[src/rtl/mux_arb_nx1.sv]
// -----------------------------------------------------------------------------
// mux_arb_nx1
//
// N-to-1 data selector with one registered output stage and valid/ready
// handshaking on every input channel and on the output.
//
//   MODE 0 : the channel is chosen by the binary select i_control.
//   MODE 1 : round-robin arbitration among the valid channels; i_control is
//            ignored.
//
// The output register accepts a new word when it is empty or is being
// drained in the same cycle. This gives one word per cycle of throughput and
// one cycle of latency from input transfer to o_valid.
//
// Ports
//   i_clk      clock, rising edge
//   i_rst      synchronous active-high reset
//   i_data     packed input channels, channel k at [k*DATA_WIDTH +: DATA_WIDTH]
//   i_valid    per-channel valid
//   o_ready    per-channel ready (combinational, at most one bit set)
//   i_control  channel select (MODE 0 only)
//   o_data     registered output word
//   o_valid    output word valid
//   i_ready    downstream ready
//   o_sel      index of the channel that supplied o_data
//   o_sel_err  registered flag: last cycle's i_control was out of range (MODE 0)
// -----------------------------------------------------------------------------
module mux_arb_nx1 #(
  parameter int DATA_WIDTH = 32,
  parameter int NUM_INPUTS = 5,
  parameter int SEL_WIDTH  = 3,
  parameter int MODE       = 0
) (
  input  logic                             i_clk,
  input  logic                             i_rst,
  input  logic [NUM_INPUTS*DATA_WIDTH-1:0] i_data,
  input  logic [NUM_INPUTS-1:0]            i_valid,
  output logic [NUM_INPUTS-1:0]            o_ready,
  input  logic [SEL_WIDTH-1:0]             i_control,
  output logic [DATA_WIDTH-1:0]            o_data,
  output logic                             o_valid,
  input  logic                             i_ready,
  output logic [SEL_WIDTH-1:0]             o_sel,
  output logic                             o_sel_err
);

  // One extra bit so that NUM_INPUTS itself is representable even when it is
  // an exact power of two (e.g. 16 channels with a 4-bit select).
  localparam logic [SEL_WIDTH:0]   NUM_IN_EXT = (SEL_WIDTH+1)'(NUM_INPUTS);
  localparam logic [SEL_WIDTH-1:0] LAST_IDX   = SEL_WIDTH'(NUM_INPUTS - 1);
  localparam logic [SEL_WIDTH-1:0] ONE_IDX    = SEL_WIDTH'(1);

  // Round-robin pointer: the channel with highest priority in the next
  // arbitration. Only moves in MODE 1 on an accepted transfer.
  logic [SEL_WIDTH-1:0]  ptr;
  logic [SEL_WIDTH-1:0]  ptr_next;

  logic                  load_en;
  logic                  ctrl_in_range;
  logic                  rr_found;
  logic [SEL_WIDTH-1:0]  rr_idx;
  logic                  grant_exists;
  logic [SEL_WIDTH-1:0]  grant;
  logic                  grant_valid;
  logic [DATA_WIDTH-1:0] grant_data;
  logic                  accept_ok;
  logic                  xfer_in;
  logic                  xfer_out;

  assign load_en       = !o_valid || i_ready;
  assign ctrl_in_range = {1'b0, i_control} < NUM_IN_EXT;

  // Round-robin search in two passes: first the channels at or above the
  // pointer, then (only if none of those is valid) the lowest valid channel
  // overall, which by then must lie below the pointer. This is equivalent to
  // the circular search ptr, ptr+1, ..., N-1, 0, ..., ptr-1.
  always_comb begin
    rr_found = 1'b0;
    rr_idx   = '0;
    for (int i = 0; i < NUM_INPUTS; i++) begin
      if (!rr_found && i_valid[i] && (SEL_WIDTH'(i) >= ptr)) begin
        rr_found = 1'b1;
        rr_idx   = SEL_WIDTH'(i);
      end
    end
    for (int i = 0; i < NUM_INPUTS; i++) begin
      if (!rr_found && i_valid[i]) begin
        rr_found = 1'b1;
        rr_idx   = SEL_WIDTH'(i);
      end
    end
  end

  // Grant source depends on the mode. In MODE 0 a grant exists whenever the
  // select is in range, independent of that channel's valid, so o_ready can
  // be offered before the source raises valid.
  always_comb begin
    grant_exists = 1'b0;
    grant        = '0;
    if (MODE == 0) begin
      grant_exists = ctrl_in_range;
      grant        = i_control;
    end else begin
      grant_exists = rr_found;
      grant        = rr_idx;
    end
  end

  assign accept_ok = !i_rst && load_en && grant_exists;

  // Per-channel decode. The data mux is an explicit equality compare per
  // channel so that a non-granted channel (including one carrying X) never
  // reaches grant_data; it also avoids indexing past the last channel when
  // the select is wider than needed.
  always_comb begin
    o_ready     = '0;
    grant_valid = 1'b0;
    grant_data  = '0;
    for (int k = 0; k < NUM_INPUTS; k++) begin
      if (grant == SEL_WIDTH'(k)) begin
        grant_valid = i_valid[k];
        grant_data  = i_data[k*DATA_WIDTH +: DATA_WIDTH];
        o_ready[k]  = accept_ok;
      end
    end
  end

  assign xfer_in  = accept_ok && grant_valid;
  assign xfer_out = o_valid && i_ready;

  // Pointer moves to the channel just after the winner, wrapping at the end.
  assign ptr_next = (grant == LAST_IDX) ? '0 : grant + ONE_IDX;

  // Output register, error flag and round-robin pointer. A simultaneous
  // drain and load keeps o_valid high and simply replaces the word.
  always_ff @(posedge i_clk) begin
    if (i_rst) begin
      o_data    <= '0;
      o_valid   <= 1'b0;
      o_sel     <= '0;
      o_sel_err <= 1'b0;
      ptr       <= '0;
    end else begin
      o_sel_err <= (MODE == 0) && !ctrl_in_range;
      if (xfer_in) begin
        o_data  <= grant_data;
        o_sel   <= grant;
        o_valid <= 1'b1;
      end else if (xfer_out) begin
        o_valid <= 1'b0;
      end
      if (xfer_in && (MODE == 1)) begin
        ptr <= ptr_next;
      end
    end
  end

endmodule

[config.mk]
export PLATFORM = sky130hd
export DESIGN_NAME = mux_arb_nx1
export DESIGN_NICKNAME = d
export VERILOG_FILES = /design/src/rtl/mux_arb_nx1.sv
export SDC_FILE = /design/constraint.sdc
export NUM_CORES = 1
export LEC_CHECK = 0
export ABC_AREA = 1
export CAP_MARGIN = 20
export CORE_ASPECT_RATIO = 0.8
export CORE_MARGIN = 10
export CORE_UTILIZATION = 30
export CTS_CLUSTER_DIAMETER = 60
export DETAILED_ROUTE_END_ITERATION = 8
export PLACE_DENSITY = 0.82
export SETUP_SLACK_MARGIN = 0.1
export SYNTH_ARGS = -nofsm -noshare
export SYNTH_HDL_FRONTEND = slang
export SYNTH_SLANG_ARGS = --single-unit
[constraint.sdc]
create_clock -name i_clk -period 1.66 [get_ports i_clk]
set_input_delay 0.498 -clock i_clk [delete_from_list [all_inputs] [get_ports i_clk]]
set_output_delay 0.498 -clock i_clk [all_outputs]
set_load 0.05 [all_outputs]
==> results.py, run 1 <==
metrics = {
    "logic_synthesis": {
        "synth.top_cells.by_area": "nand2_1 29%, dfxtp_1 28%, nand3_1 12%",
        "postSynthAreaPerCell_um2": 5.301,
        "ys_ff_latch": 37,
        "synth_top_cell_by_area": "nand2_1",
        "synth_commonest_cells": "207 x nand2_1, 74 x nor2_1, 65 x nand3_1",
        "synthDistinctLibCells": 19,
        "syn-cell-area_um2": 2666,
        "syn_nets": 674,
        "synth_edf_count": 0,
        "seq_area_frac_synth_pct": 27.78,
        "yosys.cell_count.top_type": "nand2_1",
        "async_flop_share_pct": 0,
        "ys.flop_type": "dfxtp_1",
        "yosysWarningCount": 0,
        "yosysTopAreaCellShare_pct": 29.14,
        "synth_cells": 503,
    },
    "hold_path": {
        "holdPathStages": 2,
        "hp-start": "o_sel[2]",
        "hp-class": "register to register",
    },
    "global_route": {
        "grt_max_degree": 37,
        "grt_overflow": 0,
        "groute.usage.overall_pct": 20.34,
        "first_global_vias": 4307,
        "grt_pass1_wl_mm": 21.89,
        "grt_antenna_before_repair": 0,
    },
    "detailed_routing": {
        "wirelength_mm": 14.43,
        "num_vias": 4100,
        "avgViaCountPerCell": 4.829,
        "drt_first_iter_violations": 203,
        "drc": 0,
        "post_drt_wl_per_cell_um": 16.99,
        "drt_pass1_iterations": 7,
        "ant_nets": 0,
    },
    "place": {
        "place_hpwl_mm": 11.02,
        "portBuffers": 212,
        "dpl_cell_area_um2": 5563,
        "place_inst": 821,
        "gp_congestion": 0.9297,
    },
    "worst_setup_path": {
        "worst_setup_path_start_kind": "primary input",
        "crit_path_end_kind": "output pin",
        "worst_path_largest_cell_delay_ns": 0.36,
        "cpMaxStageDelayCell": "nor4_4",
        "ff2ff_path_depth": 8,
        "critPathMaxFanout": 3,
        "crit_cells": 4,
        "crit_arrival_ns": 1.27,
        "critPathLaunch": "i_control[1]",
        "crit_chain": "buf_8, buf_6, nor4_4, buf_12",
        "crit_buf_inv": 3,
        "cp_top_family": "buffers and inverters",
        "worstPathRequired_ns": 1.16,
        "crit_type": "primary input to output pin",
        "r2r-start": "o_valid",
    },
    "flow_run": {
        "drv_cap": 0,
    },
    "pwr": {
        "p_switching_mw": 1.042,
        "power_density_nw_per_um2": 506.6,
        "power_frac_comb_pct": 47.9,
        "p_leak_nw": 2.812,
        "vdd_drop_max_uv": 357.7,
        "pwr-share-seq_pct": 32.3,
        "p_int_mw": 2.058,
        "power_mw": 3.099,
        "clock_power_share_pct": 19.8,
        "p_sw_share_pct": 33.60,
    },
    "outcome": {
        "failed_checks": "negative setup slack",
        "status": "finished, violations left",
    },
    "die": {
        "rows": 30,
        "coreArea_um2": 8558,
        "start_util_pct": 31.15,
        "ios": 213,
        "fp.dieW_um": 125.4,
        "chipHeight_um": 104.3,
        "dieArea_um2": 13080,
    },
    "sta": {
        "relSlewSlack_pct": 73.91,
        "rsz0062_at_grt": "yes",
        "fin_ws_ns": -0.1124,
        "period_needed_ns": 1.772,
        "fmax_mhz": 564.2,
        "setup_viol": 37,
        "skew_ns": 0.007855,
        "hold_violations": 0,
        "worst_pin_slew_ns": 0.3914,
        "hold_slack_ns": 0.4949,
        "drv_slew": 0,
        "period_share_pct": 106.8,
    },
    "final_layout": {
        "multiInputGateArea_um2": 1899,
        "nNetsFinal": 907,
        "stdcell_count": 849,
        "drive_gt1_share_pct": 19.95,
        "final_area_um2": 6118,
        "seq_area_um2": 744.5,
        "num-fill-cells": 650,
        "diodes": 0,
        "area_growth_pct": 129.5,
    },
    "clock_network": {
        "clkSinkCount": 37,
        "cts_max_path_buffers": 2,
        "cts_tree": "yes",
        "worstSkewPairLatency_ns": 0.28,
        "h-tree-depth": 2,
        "clockRootBuffer": "clkbuf_8",
        "cts_hold_buffers": 0,
        "numCtsBuffers": 5,
        "path_clk_slew_ns": 0.08,
    },
}
## sequential cells by signal (all words and copies together), names as in the netlist
register,flops
o_sel,3
o_data,32
o_sel_err,1
o_valid,1
## power groups by stage
stage / logic, mW / clock network, mW / registers (mW)
floorplan: 0.359 / 0 / 1.18
global placement: 1.31 / 0 / 1.02
detailed placement: 1.34 / 0 / 1.02
CTS: 1.43 / 0.634 / 1.00
global route: 1.58 / 0.671 / 1.01
finish: 1.48 / 0.612 / 1.00
## cells in the final DEF, fill, tap and decap left out, drive strengths merged, types with 2 or more instances in the layout
master           n
a21oi           32
buf             90
clkbuf           8
clkdlybuf4s50  162
dfxtp           37
dlymetal6s2s     2
inv             45
nand2          207
nand3           66
nand4            3
nor2            76
nor3             3
nor4             2
## layer usage
layer | GRT usage, % | vias to the layer above | part of all wire, %
li1 | - | 2017 | -
met1 | 22.09 | 1843 | 39
met3 | 8.202 | 25 | 10
met2 | 36.04 | 215 | 49
met4 | 4.680 | 0 | 1.7
met5 | 0 | - | 0
## repair_timing
action                                  CTS  global route
endpoints found under the setup margin   41            41
pin swaps                                 8            22
setup buffers                             8             9
cloned                                    5             0
resized for setup                        48            53
## path summary, 6_finish.rpt
kind                 to  slack [ns]
max          o_ready[0]       -0.11
min            o_sel[2]        0.49
max reg2reg  o_data[18]        0.07
min reg2reg    o_sel[2]        0.49
## logic make-up after synthesis
kind of cell    after synthesis  share of synthesized area, %
flops                        37                         27.78
compound gates               32                         6.006
simple gates                358                         54.95
buf+inv                      76                         11.26
## through the flow
| stage | utilization (%) | setup TNS [ns] | setup slack, ns |
|---|---|---|---|
| finish | 71.49 | -1.152 | -0.1124 |
| global route | 71.49 | -3.346 | -0.1253 |
| CTS | 69.21 | -1.693 | -0.1012 |
| detailed placement | 65.00 | -25.36 | -0.6771 |
| global placement | 65.00 | -23.40 | -0.6456 |
| floorplan | - | -0.2617 | -0.1011 |
## area by class of cell
type                    count  share of cell area, %
inverters                  46                  3.067
repair buffers            256                  50.12
clock buffers               8                  1.309
well taps                 112                  2.290
flip-flops and latches     37                  12.17
multi-input cells         390                  31.04
## tightest hold or removal path: stages (launching register included)
cell,delay (ns)
dfxtp_1,0.34
inv_1,0.06
a21oi_1,0.05
Power figures use the tool's default switching activity.
==> inputs of run 2 (changes only) <==
--- a/config.mk
+++ b/config.mk
@@ -8,12 +8,13 @@
 export ABC_AREA = 1
 export CAP_MARGIN = 20
 export CORE_ASPECT_RATIO = 0.8
-export CORE_MARGIN = 10
+export CORE_MARGIN = 5
 export CORE_UTILIZATION = 30
 export CTS_CLUSTER_DIAMETER = 60
 export DETAILED_ROUTE_END_ITERATION = 8
 export PLACE_DENSITY = 0.82
 export SETUP_SLACK_MARGIN = 0.1
+export SKIP_CTS_REPAIR_TIMING = 1
 export SYNTH_ARGS = -nofsm -noshare
 export SYNTH_HDL_FRONTEND = slang
 export SYNTH_SLANG_ARGS = --single-unit
==> run 2 against run 1 <==
Net effect: the run still ends with negative setup slack left; register-to-register slack got worse by 0.09 ns; die area down 17%; sequential share of layout area fell by 0.40 points; core utilization grew 2.1 points; via count grew 1.0%; first-iteration DRC count down 20%; largest cell class unchanged.
==> results.py, run 2 (synthesis results as in run 1) <==
metrics = {
    "outcome": {
        "status": "finished, violations left",
        "failed_checks": "negative setup slack",
    },
    "final_layout": {
        "largest_reg_flops": 32,
        "nNetsFinal": 910,
        "final_common_cell": "nand2_1",
        "stdcell_count": 852,
        "regMostFlops": "o_data",
        "diodes": 0,
        "drive_gt1_share_pct": 23.92,
        "area_growth_pct": 137.3,
        "layout.cells.most_common_list": "174 x nand2_1, 163 x clkdlybuf4s50_1, 65 x nand3_1",
        "top_regs": "o_data x32, o_sel x3",
    },
    "sta": {
        "period_needed_ns": 1.848,
        "fin_ws_ns": -0.1879,
        "fmax_mhz": 541.2,
        "drv_slew": 0,
        "rsz0062_at_grt": "yes",
        "setup_viol": 39,
        "skew_ns": 0.008894,
        "hold_violations": 0,
        "worst_pin_slew_ns": 0.4298,
        "period_share_pct": 111.3,
        "relSlewSlack_pct": 71.35,
    },
    "worst_setup_path": {
        "crit_type": "primary input to register",
        "ff2ff_path_depth": 9,
        "rr_endpoint": "o_data[28]",
        "worstPathRequired_ns": 1.84,
        "crit_arrival_ns": 2.03,
        "critPathMaxFanout": 7,
        "crit_path_end_kind": "register",
        "rrSetupSlack_ns": -0.02,
        "r2r-start": "o_valid",
        "worst_setup_path_start_kind": "primary input",
    },
    "clock_network": {
        "path_clk_slew_ns": 0.08,
        "cts_max_path_buffers": 2,
        "clockRootBuffer": "clkbuf_8",
        "cts_tree": "yes",
        "clkSinkCount": 37,
        "numCtsBuffers": 5,
        "h-tree-depth": 2,
        "worstSkewPairLatency_ns": 0.28,
    },
    "die": {
        "chipHeight_um": 94.32,
        "dieArea_um2": 10880,
        "fp.dieW_um": 115.4,
        "start_util_pct": 31.02,
        "ios": 213,
        "coreArea_um2": 8596,
        "rows": 30,
    },
    "global_route": {
        "grt_pass1_wl_mm": 18.34,
        "grt_antenna_before_repair": 0,
        "first_global_vias": 4026,
        "grt_overflow": 0,
        "grt_max_degree": 37,
        "groute.usage.overall_pct": 20.97,
    },
    "place": {
        "place_inst": 819,
        "portBuffers": 212,
        "gp_congestion": 0.8684,
        "place_hpwl_mm": 9.517,
    },
    "detailed_routing": {
        "post_drt_wl_per_cell_um": 16.24,
        "drt_pass1_iterations": 4,
        "avgViaCountPerCell": 4.863,
        "ant_nets": 0,
        "num_vias": 4143,
        "drc": 0,
        "drt_first_iter_violations": 162,
        "wirelength_mm": 13.84,
    },
    "pwr": {
        "power_mw": 3.179,
        "p_leak_nw": 2.842,
        "power_density_nw_per_um2": 502.6,
        "vdd_drop_max_uv": 305.5,
    },
    "hold_path": {
        "hp-class": "register to register",
        "holdPathStages": 2,
        "hp-start": "o_sel[2]",
        "hold_end": "o_sel[2]",
    },
    "flow_run": {
        "drv_cap": 0,
    },
}
## run 2: worst max-delay path by stage
stage	from	end	slack, ns
after floorplan	i_control[1]	o_ready[0]	-0.10
after global placement	i_control[0]	o_data[5]	-0.61
after detailed placement	i_control[0]	o_data[5]	-0.70
after CTS	i_control[0]	o_ready[1]	-0.63
after global routing	i_control[1]	o_data[5]	-0.23
final	i_valid[2]	o_data[28]	-0.19
## run 2: metal layers
layer	part of all wire, %	up-vias	track usage [%]
li1	-	2031	-
met1	36	1865	21.90
met2	50	223	38.39
met3	12	24	8.435
met4	2.2	0	6.549
met5	0	-	0
## run 2: critical path, stage by stage
cell             delay [ns]
clkdlybuf4s50_1        0.47
inv_1                  0.06
nor2_2                 0.13
nor2_2                 0.08
nand2_4                0.09
nand3_4                0.19
buf_6                  0.20
clkbuf_16              0.15
nor2_1                 0.10
nor2_1                 0.05
## run 2: metrics by stage
| stage | hold WS [ns] | util, % | setup TNS [ns] | instance area (µm²) | setup WS, ns |
|---|---|---|---|---|---|
| after detailed placement | 0.4843 | 64.83 | -25.54 | 5573 | -0.7011 |
| after CTS | 0.4980 | 65.76 | -14.80 | 5653 | -0.6298 |
| after global routing | 0.5247 | 73.60 | -5.967 | 6326 | -0.2309 |
| after floorplan | 0.5597 | - | -0.2617 | 2799 | -0.1011 |
| after global placement | 0.4704 | 64.83 | -21.80 | 5573 | -0.6147 |
| final | 0.5167 | 73.60 | -3.864 | 6326 | -0.1879 |
## run 2: cell type report
| cell class | count | area [µm²] |
|---|---|---|
| fillers | 648 | 2270 |
| well taps | 112 | 140.1 |
| multi-input cells | 391 | 2014 |
| flip-flops and latches | 37 | 744.5 |
| inverters | 46 | 185.2 |
| repair buffers | 258 | 3162 |
| clock buffers | 8 | 80.08 |
## run 2: report_power, final
group | switching (mW) | internal [mW]
registers | 0.0595 | 0.943
clock network | 0.315 | 0.299
logic | 0.710 | 0.852
total | 1.08 | 2.09
==> inputs of run 3 (changes only) <==
--- a/config.mk
+++ b/config.mk
@@ -15,6 +15,7 @@
 export PLACE_DENSITY = 0.82
 export SETUP_SLACK_MARGIN = 0.1
 export SKIP_CTS_REPAIR_TIMING = 1
+export SLEW_MARGIN = 20
 export SYNTH_ARGS = -nofsm -noshare
 export SYNTH_HDL_FRONTEND = slang
 export SYNTH_SLANG_ARGS = --single-unit
==> results of run 3 <==
The final DEF is identical to that of run 2; final timing and power are the same.
